--- config.mk ---
export PLATFORM = sky130hd
export DESIGN_NAME = match_ctrl_flat
export DESIGN_NICKNAME = d
export VERILOG_FILES = /design/src/rtl/match_ctrl_pkg.sv /design/src/rtl/match_ctrl_if.sv /design/src/rtl/match_ctrl_tick_div.sv /design/src/rtl/match_ctrl.sv /design/src/flat_wrapper.sv
export SDC_FILE = /design/constraint.sdc
export NUM_CORES = 1
export LEC_CHECK = 0
export CAP_MARGIN = 0
export CORE_AREA = 2 2 77 79
export CTS_CLUSTER_SIZE = 25
export DETAILED_ROUTE_END_ITERATION = 12
export DIE_AREA = 0 0 79 81
export DONT_BUFFER_PORTS = 1
export HOLD_SLACK_MARGIN = 0.05
export PLACE_DENSITY = 0.72
export SYNTH_ARGS = -nofsm -noshare
export SYNTH_HDL_FRONTEND = slang
export SYNTH_SLANG_ARGS = --single-unit
export TNS_END_PERCENT = 100
--- constraint.sdc ---
create_clock -name clk -period 2.1 [get_ports clk]
set_input_delay 0.315 -clock clk [delete_from_list [all_inputs] [get_ports clk]]
set_output_delay 0.315 -clock clk [all_outputs]
set_load 0.01 [all_outputs]
--- src/rtl/match_ctrl_pkg.sv ---
// Shared encodings for the volleyball match sequencer.
// State codes, serve sides and score width.
package match_pkg;

  localparam int SCORE_W = 5;

  localparam logic [2:0] ST_IDLE  = 3'd0;
  localparam logic [2:0] ST_SERVE = 3'd1;
  localparam logic [2:0] ST_RALLY = 3'd2;
  localparam logic [2:0] ST_POINT = 3'd3;
  localparam logic [2:0] ST_OVER  = 3'd4;

  localparam logic SIDE_L = 1'b0;
  localparam logic SIDE_R = 1'b1;

  typedef logic [SCORE_W-1:0] score_t;

endpackage

--- src/rtl/match_ctrl_if.sv ---
// Bundle between the button/VGA glue and the match sequencer.
// master = glue side, slave = match_ctrl.
interface match_ctrl_if;
  import match_pkg::*;

  logic       start_btn;
  logic       ball_ground;
  logic [9:0] ball_x;
  logic       move_tick;
  logic       round_rst;
  logic       serve_side;
  score_t     score_l;
  score_t     score_r;
  logic [2:0] state;
  logic       game_over;

  modport master (
    output start_btn, ball_ground, ball_x,
    input  move_tick, round_rst, serve_side,
    input  score_l, score_r, state, game_over
  );

  modport slave (
    input  start_btn, ball_ground, ball_x,
    output move_tick, round_rst, serve_side,
    output score_l, score_r, state, game_over
  );

endinterface

--- src/rtl/match_ctrl_tick_div.sv ---
// Free-running divider: tick is high when the count
// sits at DIV-1, once every CLK_HZ/TICK_HZ cycles.
module tick_div #(
  parameter int CLK_HZ  = 100_000_000,
  parameter int TICK_HZ = 30
) (
  input  logic clk,
  input  logic rst,
  output logic tick
);

  localparam int DIV = CLK_HZ / TICK_HZ;
  localparam int CW  = (DIV > 1) ? $clog2(DIV) : 1;

  logic [CW-1:0] cnt_q, cnt_d;

  assign tick  = (cnt_q == CW'(DIV - 1));
  assign cnt_d = tick ? '0 : cnt_q + CW'(1);

  always_ff @(posedge clk) begin
    if (rst) cnt_q <= '0;
    else     cnt_q <= cnt_d;
  end

endmodule

--- src/rtl/match_ctrl.sv ---
// Match sequencer: tick gating, round reset, scoring, serve side.
// Build with MATCH_CTRL_DEUCE_EN to require a two-point lead.
module match_ctrl
  import match_pkg::*;
#(
  parameter int         CLK_HZ            = 100_000_000,
  parameter int         TICK_HZ           = 30,
  parameter int         SERVE_TICKS       = 60,
  parameter int         POINT_PAUSE_TICKS = 45,
  parameter int         WIN_SCORE         = 15,
  parameter logic [9:0] NET_X             = 10'd160
) (
  input  logic         clk,
  input  logic         rst,
  match_ctrl_if.slave  bus
);

  localparam int PH_MAX = (SERVE_TICKS > POINT_PAUSE_TICKS) ?
                          SERVE_TICKS : POINT_PAUSE_TICKS;
  localparam int PH_W   = $clog2(PH_MAX + 1);
  localparam score_t WIN = score_t'(WIN_SCORE);

  logic            raw_tick;
  logic [2:0]      state_q, state_d;
  logic [PH_W-1:0] phase_q, phase_d;
  score_t          score_l_q, score_l_d;
  score_t          score_r_q, score_r_d;
  logic            side_q, side_d;
  logic            decided_q, decided_d;
  logic            rr_q, rr_d;
  logic            mt_q, mt_d;
  logic            go_q, go_d;

  tick_div #(
    .CLK_HZ  (CLK_HZ),
    .TICK_HZ (TICK_HZ)
  ) u_div (
    .clk  (clk),
    .rst  (rst),
    .tick (raw_tick)
  );

  logic   scorer_l;
  score_t new_l, new_r, new_s;
  logic   fold, win;

  assign scorer_l = (bus.ball_x >= NET_X);
  assign new_l    = scorer_l ? score_l_q + score_t'(1) : score_l_q;
  assign new_r    = scorer_l ? score_r_q : score_r_q + score_t'(1);
  assign new_s    = scorer_l ? new_l : new_r;

`ifdef MATCH_CTRL_DEUCE_EN
  score_t new_o;
  assign new_o = scorer_l ? new_r : new_l;
  // Equal scores at or past WIN fold back so they never grow unbounded
  assign fold  = (new_l == new_r) && (new_l >= WIN);
  assign win   = (new_s >= WIN) &&
                 ({1'b0, new_s} >= {1'b0, new_o} + 6'd2);
`else
  assign fold  = 1'b0;
  assign win   = (new_s >= WIN);
`endif

  logic start_ok, serve_tk, rally_gnd, point_tk;

  assign start_ok  = bus.start_btn &&
                     (state_q == ST_IDLE || state_q == ST_OVER);
  assign serve_tk  = (state_q == ST_SERVE) && raw_tick;
  assign rally_gnd = (state_q == ST_RALLY) && bus.ball_ground;
  assign point_tk  = (state_q == ST_POINT) && raw_tick;

  always_comb begin
    state_d   = state_q;
    phase_d   = phase_q;
    score_l_d = score_l_q;
    score_r_d = score_r_q;
    side_d    = side_q;
    decided_d = decided_q;
    rr_d      = 1'b0;
    mt_d      = (state_q == ST_RALLY) && raw_tick && !bus.ball_ground;
    unique case (1'b1)
      start_ok: begin
        state_d   = ST_SERVE;
        phase_d   = PH_W'(SERVE_TICKS);
        score_l_d = '0;
        score_r_d = '0;
        side_d    = SIDE_L;
        decided_d = 1'b0;
        rr_d      = 1'b1;
      end
      serve_tk: begin
        if (phase_q == PH_W'(1)) state_d = ST_RALLY;
        else                     phase_d = phase_q - PH_W'(1);
      end
      rally_gnd: begin
        state_d   = ST_POINT;
        phase_d   = PH_W'(POINT_PAUSE_TICKS);
        side_d    = scorer_l ? SIDE_L : SIDE_R;
        score_l_d = fold ? WIN - score_t'(1) : new_l;
        score_r_d = fold ? WIN - score_t'(1) : new_r;
        decided_d = win;
      end
      point_tk: begin
        if (phase_q != PH_W'(1)) begin
          phase_d = phase_q - PH_W'(1);
        end else if (decided_q) begin
          state_d = ST_OVER;
        end else begin
          state_d = ST_SERVE;
          phase_d = PH_W'(SERVE_TICKS);
          rr_d    = 1'b1;
        end
      end
      default: ;
    endcase
    go_d = (state_d == ST_OVER);
  end

  always_ff @(posedge clk) begin
    if (rst) begin
      state_q   <= ST_IDLE;
      phase_q   <= '0;
      score_l_q <= '0;
      score_r_q <= '0;
      side_q    <= SIDE_L;
      decided_q <= 1'b0;
      rr_q      <= 1'b0;
      mt_q      <= 1'b0;
      go_q      <= 1'b0;
    end else begin
      state_q   <= state_d;
      phase_q   <= phase_d;
      score_l_q <= score_l_d;
      score_r_q <= score_r_d;
      side_q    <= side_d;
      decided_q <= decided_d;
      rr_q      <= rr_d;
      mt_q      <= mt_d;
      go_q      <= go_d;
    end
  end

  assign bus.state      = state_q;
  assign bus.score_l    = score_l_q;
  assign bus.score_r    = score_r_q;
  assign bus.serve_side = side_q;
  assign bus.round_rst  = rr_q;
  assign bus.move_tick  = mt_q;
  assign bus.game_over  = go_q;

endmodule

--- src/flat_wrapper.sv ---
// flat-port wrapper written by rule: the top's interface ports become plain ports
module match_ctrl_flat import match_pkg::*;
#(
  parameter int         CLK_HZ            = 100_000_000,
  parameter int         TICK_HZ           = 30,
  parameter int         SERVE_TICKS       = 60,
  parameter int         POINT_PAUSE_TICKS = 45,
  parameter int         WIN_SCORE         = 15,
  parameter logic [9:0] NET_X             = 10'd160
)
  (clk, rst, bus_start_btn, bus_ball_ground, bus_ball_x, bus_move_tick, bus_round_rst, bus_serve_side, bus_score_l, bus_score_r, bus_state, bus_game_over);
  match_ctrl_if bus_i ();
  input  logic clk;
  input  logic rst;
  input wire logic [$bits(bus_i.start_btn)-1:0] bus_start_btn;
  input wire logic [$bits(bus_i.ball_ground)-1:0] bus_ball_ground;
  input wire logic [$bits(bus_i.ball_x)-1:0] bus_ball_x;
  output wire logic [$bits(bus_i.move_tick)-1:0] bus_move_tick;
  output wire logic [$bits(bus_i.round_rst)-1:0] bus_round_rst;
  output wire logic [$bits(bus_i.serve_side)-1:0] bus_serve_side;
  output wire logic [$bits(bus_i.score_l)-1:0] bus_score_l;
  output wire logic [$bits(bus_i.score_r)-1:0] bus_score_r;
  output wire logic [$bits(bus_i.state)-1:0] bus_state;
  output wire logic [$bits(bus_i.game_over)-1:0] bus_game_over;
  assign bus_i.start_btn = bus_start_btn;
  assign bus_i.ball_ground = bus_ball_ground;
  assign bus_i.ball_x = bus_ball_x;
  assign bus_move_tick = bus_i.move_tick;
  assign bus_round_rst = bus_i.round_rst;
  assign bus_serve_side = bus_i.serve_side;
  assign bus_score_l = bus_i.score_l;
  assign bus_score_r = bus_i.score_r;
  assign bus_state = bus_i.state;
  assign bus_game_over = bus_i.game_over;
  match_ctrl #(.CLK_HZ(CLK_HZ), .TICK_HZ(TICK_HZ), .SERVE_TICKS(SERVE_TICKS), .POINT_PAUSE_TICKS(POINT_PAUSE_TICKS), .WIN_SCORE(WIN_SCORE), .NET_X(NET_X)) u_core (.clk(clk), .rst(rst), .bus(bus_i));
endmodule
==> results of run 1 <==
-- layer usage --
metal | vias to the layer above | share of wire (%)
met2 | 68 | 48
met5 | - | 0
met4 | 0 | 1.4
li1 | 1071 | -
met3 | 10 | 6.8
met1 | 1013 | 44
-- timing repair --
action,CTS,global route
resized for setup,0,13
setup buffers,0,1
endpoints found under the setup margin,0,9
-- power breakdown --
part / total (mW) / internal (mW) / leakage [nW] / switching [mW]
Combinational: 0.131 / 0.0583 / 0.572 / 0.0728
Sequential: 0.911 / 0.888 / 0.373 / 0.0223
Clock: 0.667 / 0.351 / 0.0579 / 0.316
Total: 1.71 / 1.30 / 1.00 / 0.411
-- cells in the final DEF, fill, tap and decap left out, types with 2 or more instances in the layout --
| cell | count |
|---|---|
| sky130_fd_sc_hd__dfxtp_1 | 44 |
| sky130_fd_sc_hd__nand3_1 | 14 |
| sky130_fd_sc_hd__a21oi_1 | 15 |
| sky130_fd_sc_hd__and2_1 | 2 |
| sky130_fd_sc_hd__clkbuf_8 | 5 |
| sky130_fd_sc_hd__or4_4 | 2 |
| sky130_fd_sc_hd__nor4bb_1 | 3 |
| sky130_fd_sc_hd__o21ai_0 | 10 |
| sky130_fd_sc_hd__o41ai_1 | 3 |
| sky130_fd_sc_hd__and4_1 | 2 |
| sky130_fd_sc_hd__inv_2 | 2 |
| sky130_fd_sc_hd__a31oi_1 | 2 |
| sky130_fd_sc_hd__and3_1 | 5 |
| sky130_fd_sc_hd__clkinv_2 | 2 |
| sky130_fd_sc_hd__xnor2_1 | 8 |
| sky130_fd_sc_hd__nor2_1 | 44 |
| sky130_fd_sc_hd__ha_1 | 5 |
| sky130_fd_sc_hd__nor3_1 | 7 |
| sky130_fd_sc_hd__nor3b_1 | 2 |
| sky130_fd_sc_hd__a41oi_1 | 2 |
| sky130_fd_sc_hd__or2_2 | 2 |
| sky130_fd_sc_hd__dfxtp_2 | 2 |
| sky130_fd_sc_hd__nor2b_1 | 3 |
| sky130_fd_sc_hd__nand4_1 | 7 |
| sky130_fd_sc_hd__nand2_1 | 16 |
| sky130_fd_sc_hd__or3_1 | 2 |
| sky130_fd_sc_hd__a311oi_1 | 3 |
| sky130_fd_sc_hd__buf_4 | 21 |
| sky130_fd_sc_hd__nor4_1 | 5 |
| sky130_fd_sc_hd__inv_1 | 10 |
| sky130_fd_sc_hd__nand2b_1 | 4 |
| sky130_fd_sc_hd__xor2_1 | 16 |
| sky130_fd_sc_hd__a211oi_1 | 4 |
-- state kept, by name (all words and copies together) (netlist names) --
register and cells:
u_core.u_div.cnt_q 22, u_core.bus.score_l 5, u_core.bus.serve_side 1, u_core.bus.move_tick 1, u_core.bus.round_rst 1, u_core.bus.state 3, u_core.bus.game_over 1, u_core.decided_q 1
u_core.bus.score_r 5, u_core.phase_q 6
-- through the flow --
step                utilization, %  instance area (µm²)  hold WS (ns)  TNS [ns]
floorplan                        -                 2430         0.391         0
global placement              46.7                 2650         0.387         0
detailed placement            46.7                 2650         0.388         0
CTS                           48.6                 2760        0.0625         0
global route                  49.7                 2820        0.0518    -0.283
finish                        49.7                 2820        0.0636   -0.0192
-- critical path, cell delays in order, from the launching register on --
cell	delay [ns]
sky130_fd_sc_hd__dfxtp_2	0.33
sky130_fd_sc_hd__inv_2	0.06
sky130_fd_sc_hd__ha_4	0.14
sky130_fd_sc_hd__nand4b_4	0.10
sky130_fd_sc_hd__or4_4	0.58
sky130_fd_sc_hd__or4b_4	0.57
sky130_fd_sc_hd__o21ai_2	0.15
sky130_fd_sc_hd__a21oi_1	0.07
-- worst paths after layout --
check                                   startpoint                                  to  cells past startpoint
setup / recovery  u_core.u_div.cnt_q[1]$_SDFF_PP0_      u_core.bus.state[0]$_SDFF_PP0_                      7
hold / removal                                 rst  u_core.bus.score_r[1]$_SDFFE_PP0P_                      1
setup reg to reg  u_core.u_div.cnt_q[1]$_SDFF_PP0_      u_core.bus.state[0]$_SDFF_PP0_                      7
hold reg to reg     u_core.phase_q[1]$_SDFFE_PP0P_      u_core.phase_q[1]$_SDFFE_PP0P_                      2
-- layout make-up --
cell class | count | area, µm² | share of cell area [%]
clock buffer | 5 | 68.8 | 2.44
clock inverter | 3 | 40.0 | 1.42
inverter | 12 | 45.0 | 1.60
multi-input combinational | 219 | 1470 | 52.2
sequential | 46 | 923 | 32.7
tap | 75 | 93.8 | 3.32
timing repair buffer | 22 | 178 | 6.29
-- logic make-up (layout without fill, tap and decap cells) --
| logic type | after synthesis | in the layout |
|---|---|---|
| AOI/OAI and AO/OA | 51 | 51 |
| xor gates and xnor gates | 24 | 24 |
| adders and majority gates | 6 | 6 |
| buffers and inverters | 22 | 42 |
| DFF | 46 | 46 |
| muxes | 2 | 2 |
| and+or+nand+nor | 136 | 136 |
==> impl_metrics.prom, run 1 <==
# TYPE chip_impl_metric gauge
chip_impl_metric{name="filler_cell_count",unit=""} 549
chip_impl_metric{name="cts_buffer_count",unit=""} 5
chip_impl_info{name="clock_tree_root_buffer_cell",value="sky130_fd_sc_hd__clkbuf_8"} 1
chip_impl_metric{name="number_of_i_o_pins",unit=""} 31
chip_impl_metric{name="worstPathArrival",unit="ns"} 2.29
chip_impl_metric{name="antenna_fix_cells",unit=""} 0
chip_impl_metric{name="antenna_found_initial",unit=""} 0
chip_impl_metric{name="clockBufferDepth",unit=""} 2
chip_impl_metric{name="grt_pass1_vias",unit=""} 1896
chip_impl_metric{name="layout_worst_path_cycle_share",unit="%"} 101
chip_impl_metric{name="die_boundary_width",unit="µm"} 79
chip_impl_metric{name="globalRouteMet1Util",unit="%"} 21.5
chip_impl_metric{name="finalWorstPathRequiredPeriod",unit="ns"} 2.12
chip_impl_metric{name="synth.avg_cell_area",unit="µm²"} 8.44
chip_impl_metric{name="postSynthCellCount",unit=""} 287
chip_impl_metric{name="synth_seq_cells",unit=""} 46
chip_impl_info{name="synthTopCellsByArea",value="sky130_fd_sc_hd__dfxtp_1, sky130_fd_sc_hd__nor2_1, sky130_fd_sc_hd__xor2_1, sky130_fd_sc_hd__a21oi_1, sky130_fd_sc_hd__ha_1"} 1
chip_impl_metric{name="wl_per_cell",unit="µm"} 14.6
chip_impl_info{name="worst-setup-path-type",value="flip-flop to flip-flop"} 1
chip_impl_metric{name="critical_path_peak_fanout",unit=""} 3
chip_impl_metric{name="worst_supply_voltage_drop_on_vdd",unit="µV"} 494
chip_impl_metric{name="max_cap_violations",unit=""} 0
chip_impl_info{name="synth.largest_area_cell",value="sky130_fd_sc_hd__dfxtp_1"} 1
chip_impl_metric{name="finalWorstSetupSlack",unit="ns"} -0.0192
chip_impl_metric{name="fmax",unit="GHz"} 0.472
chip_impl_metric{name="met3_usage",unit="%"} 5.22
chip_impl_info{name="timing.critical_path.to_type",value="flip-flop"} 1
chip_impl_metric{name="powerDensity",unit="nW/µm²"} 605
chip_impl_metric{name="synthDistinctLibCells",unit=""} 60
chip_impl_metric{name="io_buffers",unit=""} 0
chip_impl_info{name="ys.flop_type",value="sky130_fd_sc_hd__dfxtp_1"} 1
chip_impl_metric{name="grt_use_met2",unit="%"} 29.2
chip_impl_metric{name="tightest_slew",unit="ns"} 0.695
chip_impl_metric{name="synth-adder-area-share",unit="%"} 3.10
chip_impl_metric{name="ant_nets",unit=""} 0
chip_impl_metric{name="cts.reportedPaths.clkPinSlew",unit="ns"} 0.09
chip_impl_info{name="holdCritPathClass",value="primary input to flip-flop"} 1
chip_impl_metric{name="timing.critical_path.required",unit="ns"} 2.27
chip_impl_metric{name="drc_errors",unit=""} 0
chip_impl_metric{name="post-place-cells",unit=""} 373
chip_impl_metric{name="clk_latency",unit="ns"} 0.30
chip_impl_metric{name="yosysSeqAreaShare",unit="%"} 38.0
chip_impl_metric{name="async_flop_share",unit="%"} 0
chip_impl_info{name="run_status",value="complete, but fails checks"} 1
chip_impl_metric{name="hpwl_after_detailed_placement",unit="µm"} 3950
chip_impl_metric{name="drt_iter0_markers",unit=""} 121
chip_impl_info{name="unrepaired_setup_endpoints_after_global_routing",value="yes"} 1
chip_impl_metric{name="final_cell_count_without_fillers",unit=""} 382
chip_impl_metric{name="routed_wirelength",unit="µm"} 5590
chip_impl_metric{name="final-setup-viol-count",unit=""} 1
chip_impl_metric{name="globalplace.congestion",unit=""} 0.892
chip_impl_metric{name="floorplan.die_area",unit="µm²"} 6400
chip_impl_metric{name="synthesis.nets",unit=""} 307
chip_impl_metric{name="die_y",unit="µm"} 81
chip_impl_metric{name="synthDominantCellAreaShare",unit="%"} 38.0
chip_impl_metric{name="post_synth_xor_area_fraction",unit="%"} 8.68
chip_impl_metric{name="maxSlewHeadroom",unit="%"} 53.5
chip_impl_metric{name="preCtsSetupSlack",unit="ns"} 0.0248
chip_impl_metric{name="post_synth_mux_area_share",unit="%"} 0.878
chip_impl_metric{name="first_pass_grt_wire_length",unit="µm"} 8840
chip_impl_metric{name="core_region_area",unit="µm²"} 5680
chip_impl_metric{name="area_growth_syn_to_layout",unit="%"} 16.5
chip_impl_info{name="clock_tree_from_tritoncts",value="done"} 1
chip_impl_info{name="synthTopCellsByCount",value="sky130_fd_sc_hd__dfxtp_1, sky130_fd_sc_hd__nor2_1, sky130_fd_sc_hd__nand2_1, sky130_fd_sc_hd__xor2_1, sky130_fd_sc_hd__a21oi_1"} 1
chip_impl_metric{name="cts_max_level",unit=""} 2
chip_impl_info{name="synthMostInstantiatedCell",value="sky130_fd_sc_hd__dfxtp_1"} 1
chip_impl_metric{name="report.final.slew_viol_count",unit=""} 0
chip_impl_metric{name="routed-via-count",unit=""} 2162
chip_impl_metric{name="post_synth_and_or_nand_nor_area_fraction",unit="%"} 31.9
chip_impl_info{name="violations",value="negative setup slack"} 1
chip_impl_metric{name="synth-compound-area-share",unit="%"} 13.8
chip_impl_info{name="worstSetupStartpointType",value="flip-flop"} 1
chip_impl_metric{name="number_of_enable_type_register_cells_in_the_synthesized_netlist",unit=""} 0
chip_impl_metric{name="r2r_slack",unit="ns"} -0.02
chip_impl_metric{name="cts.sink_count",unit=""} 46
chip_impl_metric{name="dr_pass1_iterations",unit=""} 4
chip_impl_metric{name="grt_overflow",unit=""} 0
chip_impl_metric{name="post_synth_instance_area",unit="µm²"} 2420
chip_impl_metric{name="via_per_inst",unit=""} 5.66
chip_impl_metric{name="initial_utilization",unit="%"} 42.7
chip_impl_metric{name="net_count_of_the_finished_layout",unit=""} 326
chip_impl_metric{name="yosysWarningCount",unit=""} 0
chip_impl_info{name="gr-max-usage-layer",value="met2"} 1
chip_impl_metric{name="cellLeakagePower",unit="nW"} 1.00
chip_impl_info{name="dominant_combinational_cell_family_by_area_after_synthesis",value="simple AND/OR/NAND/NOR gates"} 1
chip_impl_metric{name="final-hold-violation-count",unit=""} 0
chip_impl_metric{name="holdBufCountCts",unit=""} 0
chip_impl_metric{name="layout-drive-gt1-share",unit="%"} 17.6
chip_impl_metric{name="total_power",unit="mW"} 1.71
chip_impl_metric{name="rows",unit=""} 28
chip_impl_metric{name="globalRouteTotalUtil",unit="%"} 17.7
chip_impl_metric{name="pin_count_of_the_biggest_net_entering_global_routing",unit=""} 26
chip_impl_metric{name="clock_skew",unit="ns"} 0.00482
Note: power is estimated with default switching activity, not from simulation.
==> run 2: changes to the inputs <==
Settings changed: GPL_TIMING_DRIVEN set to 0.
==> impl_metrics.prom, run 2 (synthesis gave the netlist of run 1 again) <==
# TYPE chip_impl_metric gauge
chip_impl_metric{name="hpwl_after_detailed_placement",unit="µm"} 4100
chip_impl_metric{name="drt_iter0_markers",unit=""} 99
chip_impl_info{name="worst-setup-path-type",value="flip-flop to flip-flop"} 1
chip_impl_metric{name="initial_utilization",unit="%"} 42.7
chip_impl_metric{name="tightest_slew",unit="ns"} 0.628
chip_impl_metric{name="fmax",unit="GHz"} 0.490
chip_impl_metric{name="post-route-util",unit="%"} 49.1
chip_impl_metric{name="maxSlewHeadroom",unit="%"} 57.8
chip_impl_metric{name="number_of_buffers_and_inverters_on_the_critical_path",unit=""} 0
chip_impl_metric{name="number_of_i_o_pins",unit=""} 31
chip_impl_metric{name="wl_per_cell",unit="µm"} 15.5
chip_impl_info{name="largest_delay_contributor_family_on_the_critical_path",value="simple AND/OR/NAND/NOR gates"} 1
chip_impl_info{name="largestRegisters",value="u_core.u_div.cnt_q (22), u_core.phase_q (6)"} 1
chip_impl_metric{name="routed-via-count",unit=""} 2167
chip_impl_metric{name="critical_path_peak_fanout",unit=""} 4
chip_impl_info{name="regMostFlops",value="u_core.u_div.cnt_q"} 1
chip_impl_metric{name="die_boundary_width",unit="µm"} 79
chip_impl_metric{name="grt_overflow",unit=""} 0
chip_impl_info{name="cp_cell_sequence",value="nand4b_1 > or4_4 > nor3_4 > mux2_4 > o221a_4"} 1
chip_impl_metric{name="timing.critical_path.required",unit="ns"} 2.31
chip_impl_metric{name="first_pass_grt_wire_length",unit="µm"} 9650
chip_impl_metric{name="globalRouteTotalUtil",unit="%"} 19.0
chip_impl_metric{name="clk_latency",unit="ns"} 0.31
chip_impl_info{name="run_status",value="finished clean"} 1
chip_impl_metric{name="cts_max_level",unit=""} 2
chip_impl_metric{name="cts.reportedPaths.clkPinSlew",unit="ns"} 0.09
chip_impl_metric{name="pin_count_of_the_biggest_net_entering_global_routing",unit=""} 16
chip_impl_info{name="timing.critical_path.slowest_stage_cell",value="sky130_fd_sc_hd__or4_4"} 1
chip_impl_metric{name="grt_pass1_vias",unit=""} 2067
chip_impl_metric{name="globalplace.congestion",unit=""} 0.817
chip_impl_metric{name="layout-drive-gt1-share",unit="%"} 18.8
chip_impl_metric{name="final_cell_count_without_fillers",unit=""} 379
chip_impl_metric{name="clock_skew",unit="ns"} 0.0111
chip_impl_metric{name="via_per_inst",unit=""} 5.72
chip_impl_metric{name="preCtsSetupSlack",unit="ns"} -0.126
chip_impl_info{name="most_frequent_standard_cell_in_the_layout_excluding_fill_and_tap_cells",value="sky130_fd_sc_hd__nor2_1"} 1
chip_impl_metric{name="worst_supply_voltage_drop_on_vdd",unit="µV"} 366
chip_impl_metric{name="finalWorstSetupSlack",unit="ns"} 0.0574
chip_impl_metric{name="grt_use_met2",unit="%"} 34.4
chip_impl_info{name="layout_common_cells",value="sky130_fd_sc_hd__nor2_1, sky130_fd_sc_hd__dfxtp_1, sky130_fd_sc_hd__nand2_1, sky130_fd_sc_hd__xor2_1, sky130_fd_sc_hd__a21oi_1"} 1
chip_impl_metric{name="clockBufferDepth",unit=""} 2
chip_impl_metric{name="cts_buffer_count",unit=""} 5
chip_impl_metric{name="layout_worst_path_cycle_share",unit="%"} 97.3
chip_impl_metric{name="die_y",unit="µm"} 81
chip_impl_metric{name="ant_nets",unit=""} 0
chip_impl_metric{name="post-place-cells",unit=""} 362
chip_impl_info{name="holdCritPathClass",value="primary input to flip-flop"} 1
chip_impl_metric{name="rows",unit=""} 28
chip_impl_metric{name="total_power",unit="mW"} 1.61
chip_impl_metric{name="setup_total_negative_slack",unit="ns"} 0
chip_impl_metric{name="core_region_area",unit="µm²"} 5680
chip_impl_metric{name="powerDensity",unit="nW/µm²"} 579
chip_impl_metric{name="cts.sink_count",unit=""} 46
chip_impl_metric{name="final-hold-violation-count",unit=""} 0
chip_impl_metric{name="cp_slowest_stage_delay",unit="ns"} 0.58
chip_impl_info{name="timing.critical_path.to_type",value="flip-flop"} 1
chip_impl_metric{name="globalRouteMet1Util",unit="%"} 21.0
chip_impl_metric{name="flip_flop_count_of_the_largest_register_after_layout",unit=""} 22
chip_impl_metric{name="holdBufCountCts",unit=""} 0
chip_impl_metric{name="floorplan.die_area",unit="µm²"} 6400
chip_impl_metric{name="worstPathArrival",unit="ns"} 2.25
chip_impl_metric{name="met3_usage",unit="%"} 5.22
chip_impl_info{name="gr-max-usage-layer",value="met2"} 1
chip_impl_metric{name="io_buffers",unit=""} 0
chip_impl_info{name="clock_tree_from_tritoncts",value="done"} 1
chip_impl_metric{name="area_growth_syn_to_layout",unit="%"} 14.9
chip_impl_metric{name="finalWorstPathRequiredPeriod",unit="ns"} 2.04
chip_impl_info{name="worstSetupStartpointType",value="flip-flop"} 1
chip_impl_metric{name="antenna_found_initial",unit=""} 0
chip_impl_metric{name="cellLeakagePower",unit="nW"} 0.984
chip_impl_metric{name="net_count_of_the_finished_layout",unit=""} 323
chip_impl_metric{name="drc_errors",unit=""} 0
chip_impl_metric{name="dr_pass1_iterations",unit=""} 4
chip_impl_info{name="clock_tree_root_buffer_cell",value="sky130_fd_sc_hd__clkbuf_8"} 1
chip_impl_metric{name="antenna_fix_cells",unit=""} 0
chip_impl_metric{name="report.final.slew_viol_count",unit=""} 0
chip_impl_metric{name="max_cap_violations",unit=""} 0
chip_impl_metric{name="final-setup-viol-count",unit=""} 0
chip_impl_metric{name="routed_wirelength",unit="µm"} 5890
==> run 2: layer usage <==
| metal | vias up | part of all wire (%) |
|---|---|---|
| met4 | 0 | 2.4 |
| met1 | 1022 | 40 |
| met3 | 15 | 5.1 |
| met5 | - | 0 |
| li1 | 1072 | - |
| met2 | 58 | 52 |
==> run 2: through the flow <==
| stage | hold WS (ns) | area [µm²] |
|---|---|---|
| floorplan | 0.391 | 2430 |
| global placement | 0.400 | 2520 |
| detailed placement | 0.402 | 2520 |
| CTS | 0.0745 | 2700 |
| global route | 0.0713 | 2780 |
| finish | 0.0758 | 2780 |
==> run 2: final cells by class <==
type / instances / area (µm²)
Buffer: 8 / 40.0
Multi-Input combinational cell: 219 / 1500
Fill cell: 558 / 2890
Tap cell: 75 / 93.8
Clock inverter: 3 / 18.8
Clock buffer: 5 / 68.8
Inverter: 12 / 45.0
Timing Repair Buffer: 11 / 82.6
Sequential cell: 46 / 936
==> run 2: where the power goes <==
| group | internal (mW) | switching (mW) |
|---|---|---|
| registers | 0.887 | 0.0260 |
| clock network | 0.235 | 0.323 |
| logic | 0.0574 | 0.0821 |
==> run 2: path summary, 6_finish.rpt <==
path	startpoint	end	slack, ns	depth (start not counted)
max	u_core.u_div.cnt_q[9]$_SDFF_PP0_	u_core.phase_q[4]$_SDFFE_PP0P_	0.06	5
min	bus_ball_ground	u_core.bus.move_tick$_SDFF_PP0_	0.08	1
min reg2reg	u_core.u_div.cnt_q[12]$_SDFF_PP0_	u_core.u_div.cnt_q[12]$_SDFF_PP0_	0.52	2
max reg2reg	u_core.u_div.cnt_q[9]$_SDFF_PP0_	u_core.phase_q[4]$_SDFFE_PP0P_	0.06	5
==> run 2: what timing repair did <==
action                     4_1_cts  5_1_grt
setup buffers                    6        5
gates resized for setup         14       17
pin swaps                        3        4
setup endpoints to repair       30       33
==> run 2: worst register-to-register path, cell delays in order (launching register included) <==
cell	delay [ns]
sky130_fd_sc_hd__dfxtp_2	0.35
sky130_fd_sc_hd__nand4b_1	0.22
sky130_fd_sc_hd__or4_4	0.58
sky130_fd_sc_hd__nor3_4	0.19
sky130_fd_sc_hd__mux2_4	0.34
sky130_fd_sc_hd__o221a_4	0.26
